===== config.mk =====
export PLATFORM = sky130hd
export DESIGN_NAME = stat_arb_engine
export DESIGN_NICKNAME = d
export VERILOG_FILES = /design/src/rtl/stat_arb_engine.sv
export SDC_FILE = /design/constraint.sdc
export NUM_CORES = 1
export LEC_CHECK = 0
export CORE_ASPECT_RATIO = 0.5
export CORE_UTILIZATION = 55
export CTS_CLUSTER_DIAMETER = 40
export DETAILED_ROUTE_END_ITERATION = 8
export GPL_ROUTABILITY_DRIVEN = 0
export PLACE_DENSITY = 0.78
export SYNTH_ARGS = -nofsm -noshare
export SYNTH_HDL_FRONTEND = slang
export SYNTH_SLANG_ARGS = --single-unit

===== constraint.sdc =====
create_clock -name clk -period 7.85 [get_ports clk]
set_input_delay 1.57 -clock clk [delete_from_list [all_inputs] [get_ports clk]]
set_output_delay 1.57 -clock clk [all_outputs]
set_load 0.02 [all_outputs]

===== src/rtl/stat_arb_engine.sv =====
// Pairs-trading engine: rolling mean of the price spread, deviation thresholds, position FSM.
// Optional STAT_ARB_COOLDOWN_EN: after an exit, entries are ignored for COOLDOWN accepted samples.
//
// state | meaning
// FLAT  | no position, evaluating entries
// LONG  | long stock1 / short stock2, waiting for exit
// SHORT | long stock2 / short stock1, waiting for exit
// COOL  | post-exit cooldown (only with STAT_ARB_COOLDOWN_EN)
module stat_arb_engine #(
    parameter int W        = 16,
    parameter int AVG_LOG2 = 3,
    parameter int ENTRY_TH = 100,
    parameter int EXIT_TH  = 20,
    parameter int COOLDOWN = 8
) (
    input  logic           clk,
    input  logic           reset_n,
    input  logic           in_valid,
    output logic           in_ready,
    input  logic [W-1:0]   stock1_price,
    input  logic [W-1:0]   stock2_price,
    output logic           out_valid,
    input  logic           out_ready,
    output logic [W:0]     spread,
    output logic [W:0]     mean,
    output logic [W+1:0]   deviation,
    output logic           buy_signal,
    output logic           sell_signal,
    output logic           exit_signal,
    output logic [1:0]     position,
    output logic           warm
);

    localparam int N  = 1 << AVG_LOG2;
    localparam int SW = W + 1 + AVG_LOG2;
    localparam logic [AVG_LOG2:0]  CNT_N = (AVG_LOG2 + 1)'(N);
    localparam logic signed [W+1:0] ENT  = (W + 2)'(ENTRY_TH);
    localparam logic signed [W+1:0] EXT  = (W + 2)'(EXIT_TH);
    // A misconfigured threshold set never opens a position.
    localparam bit CFG_OK = (ENTRY_TH >= 0) && (EXIT_TH >= 0) &&
                            (EXIT_TH < ENTRY_TH) && (COOLDOWN >= 0);

    typedef enum logic [1:0] {
        FLAT  = 2'd0,
        LONG  = 2'd1,
        SHORT = 2'd2,
        COOL  = 2'd3
    } pos_t;

    logic                  accept;
    logic signed [W:0]     spread_c;
    logic signed [W:0]     mean_c;
    logic signed [W:0]     oldest;
    logic signed [W+1:0]   dev_c;
    logic signed [SW-1:0]  sum_q;
    logic signed [SW-1:0]  sum_new;
    logic signed [W:0]     buf_q [N];
    logic [AVG_LOG2-1:0]   ptr_q;
    logic [AVG_LOG2:0]     cnt_q;
    logic [AVG_LOG2:0]     cnt_next;
    logic                  warm_c;
    pos_t                  state_q;
    pos_t                  state_d;
    logic                  buy_d;
    logic                  sell_d;
    logic                  exit_d;
    logic                  enter_long;
    logic                  enter_short;
    logic                  eval_flat;

`ifdef STAT_ARB_COOLDOWN_EN
    localparam int CW = (COOLDOWN > 1) ? $clog2(COOLDOWN + 1) : 1;
    localparam pos_t EXIT_TO = COOL;
    logic [CW-1:0] cool_q;
    logic [CW-1:0] cool_d;
`else
    localparam pos_t EXIT_TO = FLAT;
`endif

    assign in_ready = out_ready || !out_valid;
    assign accept   = in_valid && in_ready;
    assign position = state_q;

    // Zero-extended operands keep the difference exact at W+1 bits.
    assign spread_c = $signed({1'b0, stock1_price}) - $signed({1'b0, stock2_price});
    assign oldest   = buf_q[ptr_q];
    assign sum_new  = sum_q - SW'(oldest) + SW'(spread_c);
    assign mean_c   = (W + 1)'(sum_new >>> AVG_LOG2);
    assign dev_c    = (W + 2)'(spread_c) - (W + 2)'(mean_c);
    assign cnt_next = (cnt_q == CNT_N) ? cnt_q : cnt_q + 1'b1;
    assign warm_c   = (cnt_next == CNT_N);

    assign enter_long  = CFG_OK && (dev_c > ENT);
    assign enter_short = CFG_OK && (dev_c < -ENT);

    // An expired cooldown evaluates the sample exactly as FLAT would.
`ifdef STAT_ARB_COOLDOWN_EN
    assign eval_flat = (state_q == FLAT) || ((state_q == COOL) && (cool_q == '0));
`else
    assign eval_flat = (state_q == FLAT) || (state_q == COOL);
`endif

    always_ff @(posedge clk or negedge reset_n) begin
        if (!reset_n) begin
            state_q <= FLAT;
`ifdef STAT_ARB_COOLDOWN_EN
            cool_q  <= '0;
`endif
        end else begin
            state_q <= state_d;
`ifdef STAT_ARB_COOLDOWN_EN
            cool_q  <= cool_d;
`endif
        end
    end

    always_comb begin
        state_d = state_q;
        buy_d   = 1'b0;
        sell_d  = 1'b0;
        exit_d  = 1'b0;
`ifdef STAT_ARB_COOLDOWN_EN
        cool_d  = cool_q;
`endif
        if (accept) begin
            if (!warm_c) begin
                state_d = FLAT;
            end else if (eval_flat) begin
                state_d = FLAT;
                if (enter_long) begin
                    state_d = LONG;
                    buy_d   = 1'b1;
                end else if (enter_short) begin
                    state_d = SHORT;
                    sell_d  = 1'b1;
                end
            end else begin
                case (state_q)
                    LONG: begin
                        if (dev_c <= EXT) begin
                            state_d = EXIT_TO;
                            exit_d  = 1'b1;
`ifdef STAT_ARB_COOLDOWN_EN
                            cool_d  = CW'(COOLDOWN);
`endif
                        end
                    end
                    SHORT: begin
                        if (dev_c >= -EXT) begin
                            state_d = EXIT_TO;
                            exit_d  = 1'b1;
`ifdef STAT_ARB_COOLDOWN_EN
                            cool_d  = CW'(COOLDOWN);
`endif
                        end
                    end
                    default: begin
`ifdef STAT_ARB_COOLDOWN_EN
                        cool_d  = cool_q - 1'b1;
`else
                        state_d = FLAT;
`endif
                    end
                endcase
            end
        end
    end

    always_ff @(posedge clk or negedge reset_n) begin
        if (!reset_n) begin
            out_valid   <= 1'b0;
            spread      <= '0;
            mean        <= '0;
            deviation   <= '0;
            buy_signal  <= 1'b0;
            sell_signal <= 1'b0;
            exit_signal <= 1'b0;
            warm        <= 1'b0;
            sum_q       <= '0;
            ptr_q       <= '0;
            cnt_q       <= '0;
            for (int i = 0; i < N; i++) begin
                buf_q[i] <= '0;
            end
        end else if (accept) begin
            out_valid    <= 1'b1;
            spread       <= spread_c;
            mean         <= mean_c;
            deviation    <= dev_c;
            buy_signal   <= buy_d;
            sell_signal  <= sell_d;
            exit_signal  <= exit_d;
            warm         <= warm_c;
            sum_q        <= sum_new;
            buf_q[ptr_q] <= spread_c;
            ptr_q        <= ptr_q + 1'b1;
            cnt_q        <= cnt_next;
        end else if (out_ready) begin
            out_valid   <= 1'b0;
            buy_signal  <= 1'b0;
            sell_signal <= 1'b0;
            exit_signal <= 1'b0;
        end
    end

endmodule


* Word level (Yosys, flattened, before mapping)
Index checks and enable logic that the tools add are counted.
** Word-level totals
- Flip-flop bits (word level) :: 222
- Input port bits :: 36
- Output and inout port bits :: 60
- Logic and storage cells :: 79
** Cells by class
- Add/sub/neg operators :: 6
- Magnitude comparators :: 6
- Equality and inequality tests :: 7
- Mux-type cells :: 31
- Bitwise gates (word level) :: 1
- Reduce and logical (&&, ||, !) cells :: 8
** Operators with widths (number)
- bitwise mux 136 bit :: 1
- binary-select mux 17 bit (select 3 bit) :: 1
- demux 17 bit (select 3 bit) :: 1
- 2-to-1 mux 17 bit :: 3
- adder 20 x 17 -> 20 bit :: 1
- subtractor 20 x 17 -> 20 bit :: 1
- greater-or-equal comparator 18 x 6 -> 1 bit, second input constant :: 1
- greater-than comparator 18 x 8 -> 1 bit, second input constant :: 1
- <= comparator 18 x 6 -> 1 bit, second input constant :: 1
- < comparator 18 x 8 -> 1 bit, second input constant :: 1
- subtractor 17 x 17 -> 18 bit :: 1
- subtractor 16 x 16 -> 17 bit :: 1
- 2-to-1 mux 1 bit :: 16
- 2-to-1 mux 2 bit :: 6
- == test 4 bit, second input constant :: 2
- != test 4 bit, second input constant :: 2
- adder 4 x 1 -> 4 bit, second input constant :: 1
- == test 2 bit, second input constant :: 2
- greater-or-equal comparator 4 bit, second input constant :: 1
- < comparator 4 x 1 -> 1 bit, second input constant :: 1
- 2-to-1 mux 4 bit :: 1
- inverter 3 -> 4 bit :: 1
- one-hot mux 2 bit (2 select lines) :: 1
- adder 3 x 1 -> 3 bit, second input constant :: 1
- other kinds (8) :: 10

* Depth between registers and ports, before layout
- Depth in word-level cells :: 13
- Mapped depth :: 35
- Gate-level depth less buffers :: 34

* Worst setup path before layout
OpenSTA, ideal clock, no wires.
- Path type :: input -> register
- Start :: input port stock1_price[0]
- End :: register buy_signal
- Setup time :: 0.121 ns
- Data arrival time :: 7.686 ns
- Required time :: 7.729 ns
- Setup slack :: 0.043 ns
- Stages :: 31
- Path buffers :: 0
- Cell sequence :: inv_1 > ha_1 > fa_1 > nor2b_1 > o21ai_0 > a21oi_1 > o21ai_0 > a21boi_0 > o21ai_0 > a31oi_1 > nor2_1 > xor2_1 > inv_1 > fa_1 > ha_1 > o21a_1 > o21ai_0 > a221oi_2 > o21ai_0 > nand2b_1 > a21oi_1 > xor2_1 > ha_1 > a21oi_1 > o211ai_1 > o21a_1 > xor2_1 > or4_1 > or3_1 > or3_1 > a22o_1
** Between the ends
- Longest elaborated chain between the ends :: 8
** Ends and longest elaborated chain
- from (decl) :: line 20 : input logic [W-1:0] stock1_price,
- subtractor 16 x 16 -> 17 bit * :: line 85 : assign spread_c = $signed({1'b0, stock1_price}) - $signed({1'b0, stock2_price});
- net spread_c[12] :: line 51 : logic signed [W:0] spread_c;
- adder 20 x 17 -> 20 bit :: line 87 : assign sum_new = sum_q - SW'(oldest) + SW'(spread_c);
- subtractor 17 x 17 -> 18 bit * :: line 89 : assign dev_c = (W + 2)'(spread_c) - (W + 2)'(mean_c);
- greater-than comparator 18 x 8 -> 1 bit * :: line 93 : assign enter_long = CFG_OK && (dev_c > ENT);
- 2-to-1 mux 1 bit * :: line 130 : if (enter_long) begin
- 2-to-1 mux 1 bit * :: line 128 : end else if (eval_flat) begin
- 2-to-1 mux 1 bit * :: line 126 : if (!warm_c) begin
- 2-to-1 mux 1 bit * :: line 185 : end else if (accept) begin
- to (signal assigned) :: line 190 : buy_signal <= buy_d;
- to (decl) :: line 27 : output logic buy_signal,
The timed path passes the listed nets; every way through them passes the cells marked *.
A chain may end at the register's enable or synchronous reset.

* Final worst setup path
- Start :: input port stock1_price[4]
- End :: register exit_signal
** Between the ends
- Longest elaborated chain between the ends :: 9
- Elaborated cells on any way between the ends :: 11
** Ends and longest elaborated chain
- subtractor 16 x 16 -> 17 bit * :: line 85
- net spread_c[9] :: line 51
- adder 20 x 17 -> 20 bit :: line 87
- subtractor 17 x 17 -> 18 bit * :: line 89
- greater-or-equal comparator 18 x 6 -> 1 bit or <= comparator 18 x 6 -> 1 bit (tied branches) :: line 149, 140
- 2-to-1 mux 1 bit (on tied branches) :: line 149, 140
- one-hot mux 1 bit (2 select lines) * :: line 138 : case (state_q)
- 2-to-1 mux 1 bit * :: line 128
- 2-to-1 mux 1 bit * :: line 126
- 2-to-1 mux 1 bit * :: line 185
- to (signal assigned) :: line 192 : exit_signal <= exit_d;
- to (decl) :: line 29 : output logic exit_signal,
Marked as above.

==> qor.yml <==
timing:
  fin_crit_ns: 7.918
  max_freq_mhz: 126.3
  maxSlewHeadroom_pct: 25.36
  drv_slew: 0
  setup-violations-final: 4
  worst_pin_slew_ns: 1.120
  hold_violations: 0
  fin_ws_ns: -0.06807
  whs_ns: 0.4773
  post-route-period-util_pct: 100.9
  finalClockSkew_ns: 0.01998
route:
  routed_via_density: 6.036
  drtPass1Iterations: 5
  drc: 0
  route.antenna.remaining_nets: 0
  wirelength_microns: 36270
  met1_length_microns: 14460
  dr_wl_met2_microns: 16800
  highest_layer: "met4"
  first_iter_violations: 902
  wl_met3_microns: 3394
  dr_total_vias: 10330
  routedWlPerCell_microns: 21.19
synth:
  yosysUniqueCellTypes: 62
  syn_area_sq_um: 11740
  synth_edf_count: 0
  synth_cells: 1177
  synth_warnings: 0
  synth.net_count: 1292
  avgSynthCellArea_sq_um: 9.978
  ys.flop_type: "dfrtp_1"
  synth_seq_cells: 205
  synth-seq-area-share_pct: 43.68
  ys_async_sr_fraction_pct: 100.0
min_path:
  hold_start: "deviation[4]$_DFFE_PN0P_"
  hp-class: "flip-flop to flip-flop"
cts:
  cts_tree: "built"
  cts_made_buffers: 23
  clock-sinks: 205
  htree_levels: 1
  clockRootBuffer: "clkbuf_16"
  cts_hold_buf: 0
  clk_pin_slew_worst_paths_ns: 0.05
  insertion_delay_ns: 0.52
  cts_buffer_depth: 3
floorplan:
  die_area_sq_um: 21980
  num_rows: 37
  core-area_sq_um: 20740
  ios: 96
  die_w_microns: 208.7
  die_y_microns: 105.3
  start_util_pct: 56.62
status:
  status: "complete, but fails checks"
  failed_checks: "setup timing"
placed_design:
  place_inst: 1625
  portBuffers: 95
  post-dp-hpwl_microns: 22760
  pre_cts_slack_ns: -1.174
grt:
  grt_pass1_wl_microns: 53320
  antenna_found_initial: 0
  grt_usage_pct: 31.17
  grt_max_degree: 132
  grt_overflow_total: 0
  grt_pass1_vias: 10080
critical_path:
  reg2reg_from: "ptr_q[0]$_DFFE_PN0P_"
  startpoint_type: "primary input"
  max_stage_delay_ns: 0.59
  crit_required_ns: 8.29
  cp_max_fo: 3
  cpMaxStageDelayCell: "fa_1"
  end_kind: "flip-flop"
  critical_path_arrival_ns: 8.36
  startpoint: "stock1_price[4]"
  crit_type: "primary input to flip-flop"
cells_and_area:
  diodes: 0
  area_delta_synth_final_pct: 31.15
  drive_gt1_share_pct: 26.06
  fin_cells: 1712
  nNetsFinal: 1537
flow_run:
  drv_cap: 0
-- per-layer routing --
metal / GRT usage (%) / up-vias
met5: 0 / -
met4: 10.29 / 0
met3: 5.959 / 147
met2: 51.12 / 592
met1: 42.12 / 5041
li1: - / 4554
-- layout by cell type, fill, tap and decap left out, types with 14 or more instances in the layout --
master and instances:
o21ai_0 154, xnor2_1 25, fa_1 20, nor2_1 29
nand2_1 226, o21ai_1 14, nand2b_1 17, clkdlybuf4s50_1 88
dfrtp_1 204, a21o_1 21, mux2_2 29, mux2i_1 19
a21oi_1 20, ha_1 51, clkbuf_16 23, buf_4 197
a21oi_2 16, mux4_2 34, inv_1 64, xor2_1 18
-- sequential cells by signal (all words and copies together), names as in the netlist --
signal	cells
buf_q	136
buy_signal	1
cnt_q	4
deviation	18
exit_signal	1
mean	17
out_valid	1
position	2
ptr_q	3
sell_signal	1
spread	17
sum_q	3
warm	1
-- final cells by class --
class / count / area, sq um
Multi-Input combinational cell: 830 / 6427
Fill cell: 1316 / 5338
Sequential cell: 205 / 5131
Timing Repair Buffer: 293 / 2445
Clock buffer: 31 / 635.6
Tap cell: 273 / 341.6
Inverter: 69 / 259.0
Clock inverter: 11 / 162.7
-- metrics by stage --
stage / util, % / cell area, sq um / setup TNS [ns]
finish: 74.26 / 15400 / -0.1284
global placement: 66.77 / 13850 / -3.726
CTS: 72.04 / 14940 / 0
detailed placement: 66.77 / 13850 / -7.116
floorplan: - / 11740 / 0
global route: 74.26 / 15400 / -1.010
-- cell families (layout without fill, tap and decap cells) --
logic type	count (synthesis)	after routing	synth area share [%]
mux	83	83	11.01
compound gates	288	288	14.63
buf+inv	142	404	5.146
fa+ha+maj	80	80	9.844
xor+xnor	55	55	4.102
simple gates	324	324	11.59
flops	205	205	43.68
-- path summary, 6_finish.rpt --
path	to	slack (ns)	depth (start not counted)
setup / recovery	exit_signal$_DFFE_PN0P_	-0.07	35
hold / removal	deviation[4]$_DFFE_PN0P_	0.48	2
setup reg to reg	position[1]$_DFFE_PN0P_	0.77	23
hold reg to reg	deviation[4]$_DFFE_PN0P_	0.48	2
max in group asynchronous	ptr_q[0]$_DFFE_PN0P_	4.93	2
min in group asynchronous	deviation[10]$_DFFE_PN0P_	1.15	1
-- cells in the mapped netlist, types with 2 or more instances --
cell type    n  area [sq um]
o21ai_1     10         50.05
buf_1        6         22.52
or3_1        4         25.02
nor3_1       8         40.04
and2_1       3         18.77
nor4_1       2         12.51
o31a_1       2         17.52
a22o_1       2         17.52
a21o_1      21         157.7
ha_1        58         725.7
mux2_2      29         326.6
a211oi_1     3         22.52
mux2i_1     20         200.2
dfrtp_1    205          5130
fa_1        21         420.4
nand2_1    228         855.8
xnor2_1     33         289.0
o2111ai_1    2         17.52
a211oi_2     2         25.02
buf_4       17         127.6
inv_1       68         255.2
o211ai_1     6         45.04
o31ai_1      5         37.54
a41o_1       2         20.02
nor2_1      31         116.4
nor2b_1      8         50.05
a21oi_1     38         190.2
and3_1       5         31.28
xor2_1      22         192.7
nand4_1      6         37.54
nand3_1      8         40.04
o21a_1       6         45.04
clkbuf_1    49         183.9
o311a_1      2         20.02
mux4_2      34         765.7
nand2b_1    17         106.4
a21boi_0     2         15.01
or2_2        2         12.51
o21bai_1     6         45.04
o21ai_0    162         810.8
-- critical path, delay by kind of cell --
family,cells,cell delay (ns)
XOR/XNOR,3,0.48
buffers and inverters,5,1.11
multiplexers,2,0.37
adder cells (fa/ha/maj),4,1.38
AND/OR/NAND/NOR,6,0.97
AO/OA/AOI/OAI,15,2.47
-- what timing repair did --
action / 4_1_cts / 5_1_grt
gates resized for setup: 26 / 67
endpoints found under the setup margin: 7 / 6
setup buffers: 25 / 20
pin swaps: 14 / 52
Power is not shown: default switching activity piles up to over one toggle a cycle in this logic, so the estimate is an artifact.
